File: config.mk
export PLATFORM = sky130hd
export DESIGN_NAME = swap_sequencer_flat
export DESIGN_NICKNAME = d
export VERILOG_FILES = /design/src/rtl/swap_sequencer_if.sv /design/src/rtl/swap_sequencer.sv /design/src/flat_wrapper.sv
export SDC_FILE = /design/constraint.sdc
export NUM_CORES = 1
export LEC_CHECK = 0
export CAP_MARGIN = 15
export CORE_MARGIN = 4
export CORE_UTILIZATION = 36
export CTS_BUF_LIST = sky130_fd_sc_hd__clkbuf_2 sky130_fd_sc_hd__clkbuf_4 sky130_fd_sc_hd__clkbuf_8
export DETAILED_ROUTE_END_ITERATION = 12
export MAX_ROUTING_LAYER = met4
export PLACE_DENSITY = 0.83
export SLEW_MARGIN = 10
export SYNTH_ARGS = -nofsm -noshare
export SYNTH_HDL_FRONTEND = slang
export SYNTH_SLANG_ARGS = --single-unit
export TNS_END_PERCENT = 20
File: constraint.sdc
create_clock -name clk -period 1.4 [get_ports clk]
set_input_delay 0.28 -clock clk [delete_from_list [all_inputs] [get_ports clk]]
set_output_delay 0.28 -clock clk [all_outputs]
set_load 0.03 [all_outputs]
File: src/rtl/swap_sequencer_if.sv
// Handshake and swap-register bus for swap_sequencer.
// The slave modport is the sequencer's view. The master modport is the surrounding environment: requester, swap register and result sink.
interface swap_sequencer_if #(
  parameter int WIDTH = 8,
  parameter int CNT_W = 4
);
  logic             in_valid;
  logic             in_ready;
  logic [WIDTH-1:0] in_x;
  logic [WIDTH-1:0] in_y;
  logic [CNT_W-1:0] in_count;
  logic [WIDTH-1:0] X;
  logic [WIDTH-1:0] Y;
  logic             swap_loadBar;
  logic [WIDTH-1:0] A;
  logic [WIDTH-1:0] B;
  logic             out_valid;
  logic             out_ready;
  logic [WIDTH-1:0] out_a;
  logic [WIDTH-1:0] out_b;

  modport slave (
    input  in_valid, in_x, in_y, in_count, A, B, out_ready,
    output in_ready, X, Y, swap_loadBar, out_valid, out_a, out_b
  );

  modport master (
    output in_valid, in_x, in_y, in_count, A, B, out_ready,
    input  in_ready, X, Y, swap_loadBar, out_valid, out_a, out_b
  );
endinterface

File: src/rtl/swap_sequencer.sv
// Sequencer for the 8-bit swap register.
// It loads an operand pair, applies N swaps, then captures A/B and hands them downstream.
module swap_sequencer #(
  parameter int WIDTH = 8,
  parameter int CNT_W = 4
) (
  input  logic              clk,
  input  logic              resetBar,
  swap_sequencer_if.slave   bus,
  output logic              busy
);

  typedef enum logic [2:0] {
    IDLE,
    LOAD,
    SWAP,
    CAPTURE,
    DONE
  } state_t;

  state_t           state;
  logic [CNT_W-1:0] count;
  logic [WIDTH-1:0] reg_a;
  logic [WIDTH-1:0] reg_b;

  assign reg_a        = bus.A;
  assign reg_b        = bus.B;
  assign bus.in_ready = (state == IDLE);
  assign busy         = (state != IDLE);

  // swap_loadBar is registered one state ahead, so it is high exactly for the SWAP cycles
  always_ff @(posedge clk or negedge resetBar) begin
    if (!resetBar) begin
      state            <= IDLE;
      count            <= '0;
      bus.X            <= '0;
      bus.Y            <= '0;
      bus.swap_loadBar <= 1'b0;
      bus.out_valid    <= 1'b0;
      bus.out_a        <= '0;
      bus.out_b        <= '0;
    end else begin
      case (state)
        IDLE: begin
          bus.swap_loadBar <= 1'b0;
          if (bus.in_valid) begin
            bus.X <= bus.in_x;
            bus.Y <= bus.in_y;
            count <= bus.in_count;
            state <= LOAD;
          end
        end
        LOAD: begin
          if (count != '0) begin
            bus.swap_loadBar <= 1'b1;
            state            <= SWAP;
          end else begin
            bus.swap_loadBar <= 1'b0;
            state            <= CAPTURE;
          end
        end
        SWAP: begin
          count <= count - CNT_W'(1);
          if (count == CNT_W'(1)) begin
            bus.swap_loadBar <= 1'b0;
            state            <= CAPTURE;
          end
        end
        // The register reloads X/Y at this edge, but the sampled A/B are the pre-edge values
        CAPTURE: begin
          bus.swap_loadBar <= 1'b0;
          bus.out_a        <= reg_a;
          bus.out_b        <= reg_b;
          bus.out_valid    <= 1'b1;
          state            <= DONE;
        end
        DONE: begin
          if (bus.out_ready) begin
            bus.out_valid <= 1'b0;
            state         <= IDLE;
          end
        end
        default: begin
          state <= IDLE;
        end
      endcase
    end
  end

endmodule

File: src/flat_wrapper.sv
// flat-port wrapper written by rule: the top's interface ports become plain ports
module swap_sequencer_flat 
#(
  parameter int WIDTH = 8,
  parameter int CNT_W = 4
)
  (clk, resetBar, busy, bus_in_valid, bus_in_x, bus_in_y, bus_in_count, bus_A, bus_B, bus_out_ready, bus_in_ready, bus_X, bus_Y, bus_swap_loadBar, bus_out_valid, bus_out_a, bus_out_b);
  swap_sequencer_if #(.WIDTH(WIDTH), .CNT_W(CNT_W)) bus_i ();
  input  logic clk;
  input  logic resetBar;
  output logic busy;
  input wire logic [$bits(bus_i.in_valid)-1:0] bus_in_valid;
  input wire logic [$bits(bus_i.in_x)-1:0] bus_in_x;
  input wire logic [$bits(bus_i.in_y)-1:0] bus_in_y;
  input wire logic [$bits(bus_i.in_count)-1:0] bus_in_count;
  input wire logic [$bits(bus_i.A)-1:0] bus_A;
  input wire logic [$bits(bus_i.B)-1:0] bus_B;
  input wire logic [$bits(bus_i.out_ready)-1:0] bus_out_ready;
  output wire logic [$bits(bus_i.in_ready)-1:0] bus_in_ready;
  output wire logic [$bits(bus_i.X)-1:0] bus_X;
  output wire logic [$bits(bus_i.Y)-1:0] bus_Y;
  output wire logic [$bits(bus_i.swap_loadBar)-1:0] bus_swap_loadBar;
  output wire logic [$bits(bus_i.out_valid)-1:0] bus_out_valid;
  output wire logic [$bits(bus_i.out_a)-1:0] bus_out_a;
  output wire logic [$bits(bus_i.out_b)-1:0] bus_out_b;
  assign bus_i.in_valid = bus_in_valid;
  assign bus_i.in_x = bus_in_x;
  assign bus_i.in_y = bus_in_y;
  assign bus_i.in_count = bus_in_count;
  assign bus_i.A = bus_A;
  assign bus_i.B = bus_B;
  assign bus_i.out_ready = bus_out_ready;
  assign bus_in_ready = bus_i.in_ready;
  assign bus_X = bus_i.X;
  assign bus_Y = bus_i.Y;
  assign bus_swap_loadBar = bus_i.swap_loadBar;
  assign bus_out_valid = bus_i.out_valid;
  assign bus_out_a = bus_i.out_a;
  assign bus_out_b = bus_i.out_b;
  swap_sequencer #(.WIDTH(WIDTH), .CNT_W(CNT_W)) u_core (.clk(clk), .resetBar(resetBar), .bus(bus_i), .busy(busy));
endmodule
---- Word-level counts from Yosys, hierarchy flattened ----
Index checks and enable logic that the tools add are counted.
operators by class
  add/sub/neg operators ................... 1
  eq/ne operators ......................... 8
  multiplexer cells ....................... 12
  reductions and logical operators ........ 12
operators with widths
  cell                 number
  $pmux 3 s5           1
  $mux 3               3
  $pmux 4 s2           1
  $reduce_and 2->1     4
  $eq 3x2->1 const B   2
  $reduce_bool 3->1    2
  $eq 4x1->1 const B   1
  $mux 1               4
  $mux 4               1
  $ne 2x2->1 const B   2
  $reduce_bool 2->1    2
  $reduce_bool 4->1    1
  $sub 4x1->4 const B  1
  $eq 3x1->1 const B   1
  $eq 3x3->1 const B   1
  $logic_not 3->1      1
  $pmux 1 s3           1
  $reduce_and 3->1     1
  $ne 2x1->1 const B   1
  $pmux 1 s2           1
  $reduce_or 2->1      1
storage, ports and cells
  register bits after elaboration ......... 41
  output and inout bits ................... 36
  logic and storage cells ................. 41

---- Logic depth before layout (Yosys ltp) ----
  depth in word-level cells ............... 4
  mapped depth ............................ 5
  mapped depth without buffers ............ 5

---- Worst setup path after synthesis ----
OpenSTA, ideal clock, no wires.
  path type ............................... register to output
  start point ............................. register u_core.state[0]
  end point ............................... output bus_in_ready
  arrival time ............................ 1355 ps
  slack ................................... -235 ps
  cell stages (with the launch flop) ...... 4
  cell sequence ........................... dfrtp_1 -> buf_4 -> or3_1 -> inv_1
on the way
  longest elaborated chain between the ends .. 1
RTL lines
  item                    line                  RTL
  start, declared         swap_sequencer.sv:21  state_t state;
  start signal, assigned  swap_sequencer.sv:34  state <= IDLE;
  start signal, assigned  swap_sequencer.sv:50  state <= LOAD;
  start signal, assigned  swap_sequencer.sv:56  state <= SWAP;
  $logic_not 3->1         swap_sequencer.sv:28  assign bus.in_ready = (state == IDLE);
  end, declared           flat_wrapper.sv:19    output wire logic [$bits(bus_i.in_ready)-1:0] bus_in_ready;
No other way between the ends.

---- Worst setup path in the final report ----
  start point ............................. register u_core.state[2]
  end point ............................... register u_core.bus.X[6]
on the way
  longest elaborated chain between the ends .. 2
RTL lines
  item                               line                     RTL
  $logic_not 3->1                    swap_sequencer.sv:43     case (state)
  $reduce_and 2->1 (no source line)  n/a
  end signal, assigned               swap_sequencer.sv:47     bus.X <= bus.in_x;
  end, declared                      swap_sequencer_if.sv:24  output in_ready, X, Y, swap_loadBar, out_valid, out_a, out_b
No other way between the ends.
A chain may end at the register's enable or synchronous reset.

==> impl_metrics.json <==
{
  "outcome": "finished with violations",
  "violations": "setup timing",
  "ant_nets": 0,
  "vias": 1320,
  "setup_ws_ps": -197,
  "ys_types": 34,
  "drc": 0,
  "via_per_inst": 4.68,
  "grt_max_degree": 24,
  "synth_nets": 164,
  "crit_family": "buffers and inverters",
  "maxSlewHeadroom_pct": 70.4,
  "dp_slack_ps": -286,
  "yosys.cell_count.top_type": "dfrtp_1",
  "intPower_mw": 4.26,
  "grt_pass1_wl_mm": 6.47,
  "cp_max_fo": 5,
  "p_switching_mw": 2.93,
  "period_share_pct": 114,
  "yosys.area_share.xor_xnor_pct": 0,
  "numCtsBuffers": 5,
  "clock_latency_ps": 280,
  "hold_class": "primary input to async pin",
  "cp.arrival_ps": 1770,
  "clock-sinks": 41,
  "finalClockSkew_ps": 5.39,
  "dr.pass1.iters": 4,
  "antenna_found_initial": 0,
  "yosys_warnings": 0,
  "cpPeakStageDelay_ps": 400,
  "root_buffer": "clkbuf_8",
  "p_clk_share_pct": 10.5,
  "crit_top_cell": "buf_6",
  "pin_count": 76,
  "cpMaxStageDelayCell": "dfrtp_1",
  "syn2layout_area_growth_pct": 60.6,
  "dieHeight_um": 78.8,
  "ys_async_sr_fraction_pct": 100,
  "power-per-cell-area_mw_per_mm2": 2480,
  "yosys-mux-area-fraction_pct": 22.4,
  "num-nets-final": 257,
  "clk_path_buf_depth": 2,
  "grt-ovfl-total": 0,
  "hpwl_mm": 2.87,
  "required_ps": 1570,
  "synth_compound_area_share_pct": 5.82,
  "ys_seq_elements": 41,
  "synth.avg_cell_area_um2": 14.9,
  "cts_tree": "built",
  "grt_pass1_vias": 1348,
  "critPathKind": "flip-flop to flip-flop",
  "startpoint_type": "flip-flop",
  "core-area_mm2": 0.00479,
  "synth_commonest_cells": "dfrtp_1 (41), mux2_2 (22), mux2_4 (9)",
  "finalCriticalPeriod_ps": 1600,
  "fp-row-count": 25,
  "comb_power_share_pct": 59.7,
  "drtIter0Drc": 74,
  "gp_congestion": 0.754,
  "syn_inst": 121,
  "port_buffers": 75,
  "p_sw_share_pct": 40.7,
  "drive_gt1_share_pct": 31.2,
  "htree_levels": 2,
  "finalHoldViolCount": 0,
  "track_usage_pct": 13.5,
  "path_cells": "buf_6 -> nor4b_4 -> buf_4 -> buf_6 -> mux2_4",
  "fmax_mhz": 626,
  "clk_pin_slew_worst_paths_ps": 80,
  "slew_violations": 0,
  "synth_top_family_by_area": "multiplexers",
  "synth_area_leaders": "dfrtp_1 (57%), mux2_2 (14%), mux2_4 (7.5%), buf_6 (2.5%), ha_1 (2.1%)",
  "seq_power_share_pct": 29.8,
  "syn_area_mm2": 0.00181,
  "synth-adder-area-share_pct": 2.08,
  "die_area_mm2": 0.00622,
  "ys_seq_area_share_pct": 56.8,
  "ys.flop_type": "dfrtp_1",
  "synth_top_area_share_pct": 56.8,
  "worstPathBufferInverterCount": 3,
  "num_antenna_cells": 0,
  "die_x_um": 78.8,
  "p_leak_nw": 1.39,
  "synth_enable_flop_cells": 0,
  "max-vdd-ir-drop_v": 0.00147,
  "synth_top_cell_by_area": "dfrtp_1",
  "setup_viol": 38,
  "rsz0062_at_grt": "yes",
  "worst_pin_slew_ps": 444,
  "endpoint_kind": "flip-flop",
  "tns_ps": -5320,
  "routed_wl_mm": 4.18,
  "maxCapViolCount": 0,
  "start_util_pct": 37.8,
  "synthSimpleGateAreaFrac_pct": 8.52,
  "wl_per_cell_um": 14.8
}
final timing paths:
check	startpoint	end	slack, ps	depth (start not counted)
min in group clk	u_core.bus.swap_loadBar$_DFFE_PN0P_	u_core.bus.swap_loadBar$_DFFE_PN0P_	490	1
max in group asynchronous	resetBar	u_core.bus.out_b[2]$_DFFE_PN0P_	450	3
setup reg to reg	u_core.state[2]$_DFFE_PN0P_	u_core.bus.X[6]$_DFFE_PN0P_	-200	5
setup / recovery	u_core.state[2]$_DFFE_PN0P_	u_core.bus.X[6]$_DFFE_PN0P_	-200	5
hold reg to reg	u_core.bus.swap_loadBar$_DFFE_PN0P_	u_core.bus.swap_loadBar$_DFFE_PN0P_	490	1
hold / removal	resetBar	u_core.bus.Y[7]$_DFFE_PN0P_	470	2
layout make-up:
class,count,area (um^2)
Sequential cell,41,1030
Inverter,5,18.8
Clock inverter,2,10.0
Timing Repair Buffer,92,893
Clock buffer,6,76.3
Fill cell,404,1880
Tap cell,67,83.8
Multi-Input combinational cell,69,793
cells in the final DEF (no fill, tap or decap), types with 2 or more instances in the layout:
cell	instances
nor3_1	3
clkdlybuf4s50_1	38
mux2_4	32
o21a_1	2
clkbuf_8	5
buf_6	9
buf_4	5
nor2b_1	2
clkinv_2	2
inv_1	4
dfrtp_1	41
dlygate4sd2_1	33
buf_2	3
ha_1	3
buf_12	3
nand2_1	3
nor2_1	2
state kept, by name, indices dropped and copies added, names as in the netlist:
name / flops
u_core.bus.X: 8
u_core.bus.Y: 8
u_core.bus.out_a: 8
u_core.bus.out_b: 8
u_core.bus.out_valid: 1
u_core.bus.swap_loadBar: 1
u_core.count: 4
u_core.state: 3
power by group through the flow:
stage,logic [mW],registers (mW),clock network [mW]
after floorplan,1.68,3.13,0
after global placement,4.15,2.14,0
after detailed placement,4.23,2.15,0
after CTS,4.04,2.13,0.789
after global routing,4.54,2.23,0.844
final,4.29,2.14,0.755
stage by stage:
step           power, mW  instance area [um^2]  utilization, %  hold slack (ps)  cells
2_1_floorplan       4.81                  1830               -            -15.6    121
3_3_place_gp        6.29                  2700            56.4              243    267
3_5_place_dp        6.38                  2700            56.4              259    267
4_1_cts             6.96                  2810            58.6              480    276
5_1_grt             7.62                  2900            60.6              517    282
6_report            7.19                  2900            60.6              467    282
metal layers:
layer / vias up / track usage, % / wire length, um
met3: 4 / 2.72 / 267
met5: - / - / 0
met4: 0 / 4.64 / 52
met1: 647 / 16.8 / 1750
met2: 54 / 22.0 / 2110
li1: 615 / - / -
cell families after synthesis:
| family | Yosys count |
|---|---|
| buf+inv | 11 |
| flops | 41 |
| simple gates | 20 |
| compound gates | 13 |
| mux | 33 |
| fa+ha+maj | 3 |
repair_timing:
action / 4_1_cts / 5_1_grt
endpoints found under the setup margin: 70 / 38
pin swaps: 2 / 3
resized for setup: 49 / 20
cloned: 0 / 2
buffers inserted: 0 / 4
endpoints found under the hold margin: 18 / 0
hold buffers: 1 / 0
Note: power is estimated with default switching activity, not from simulation.
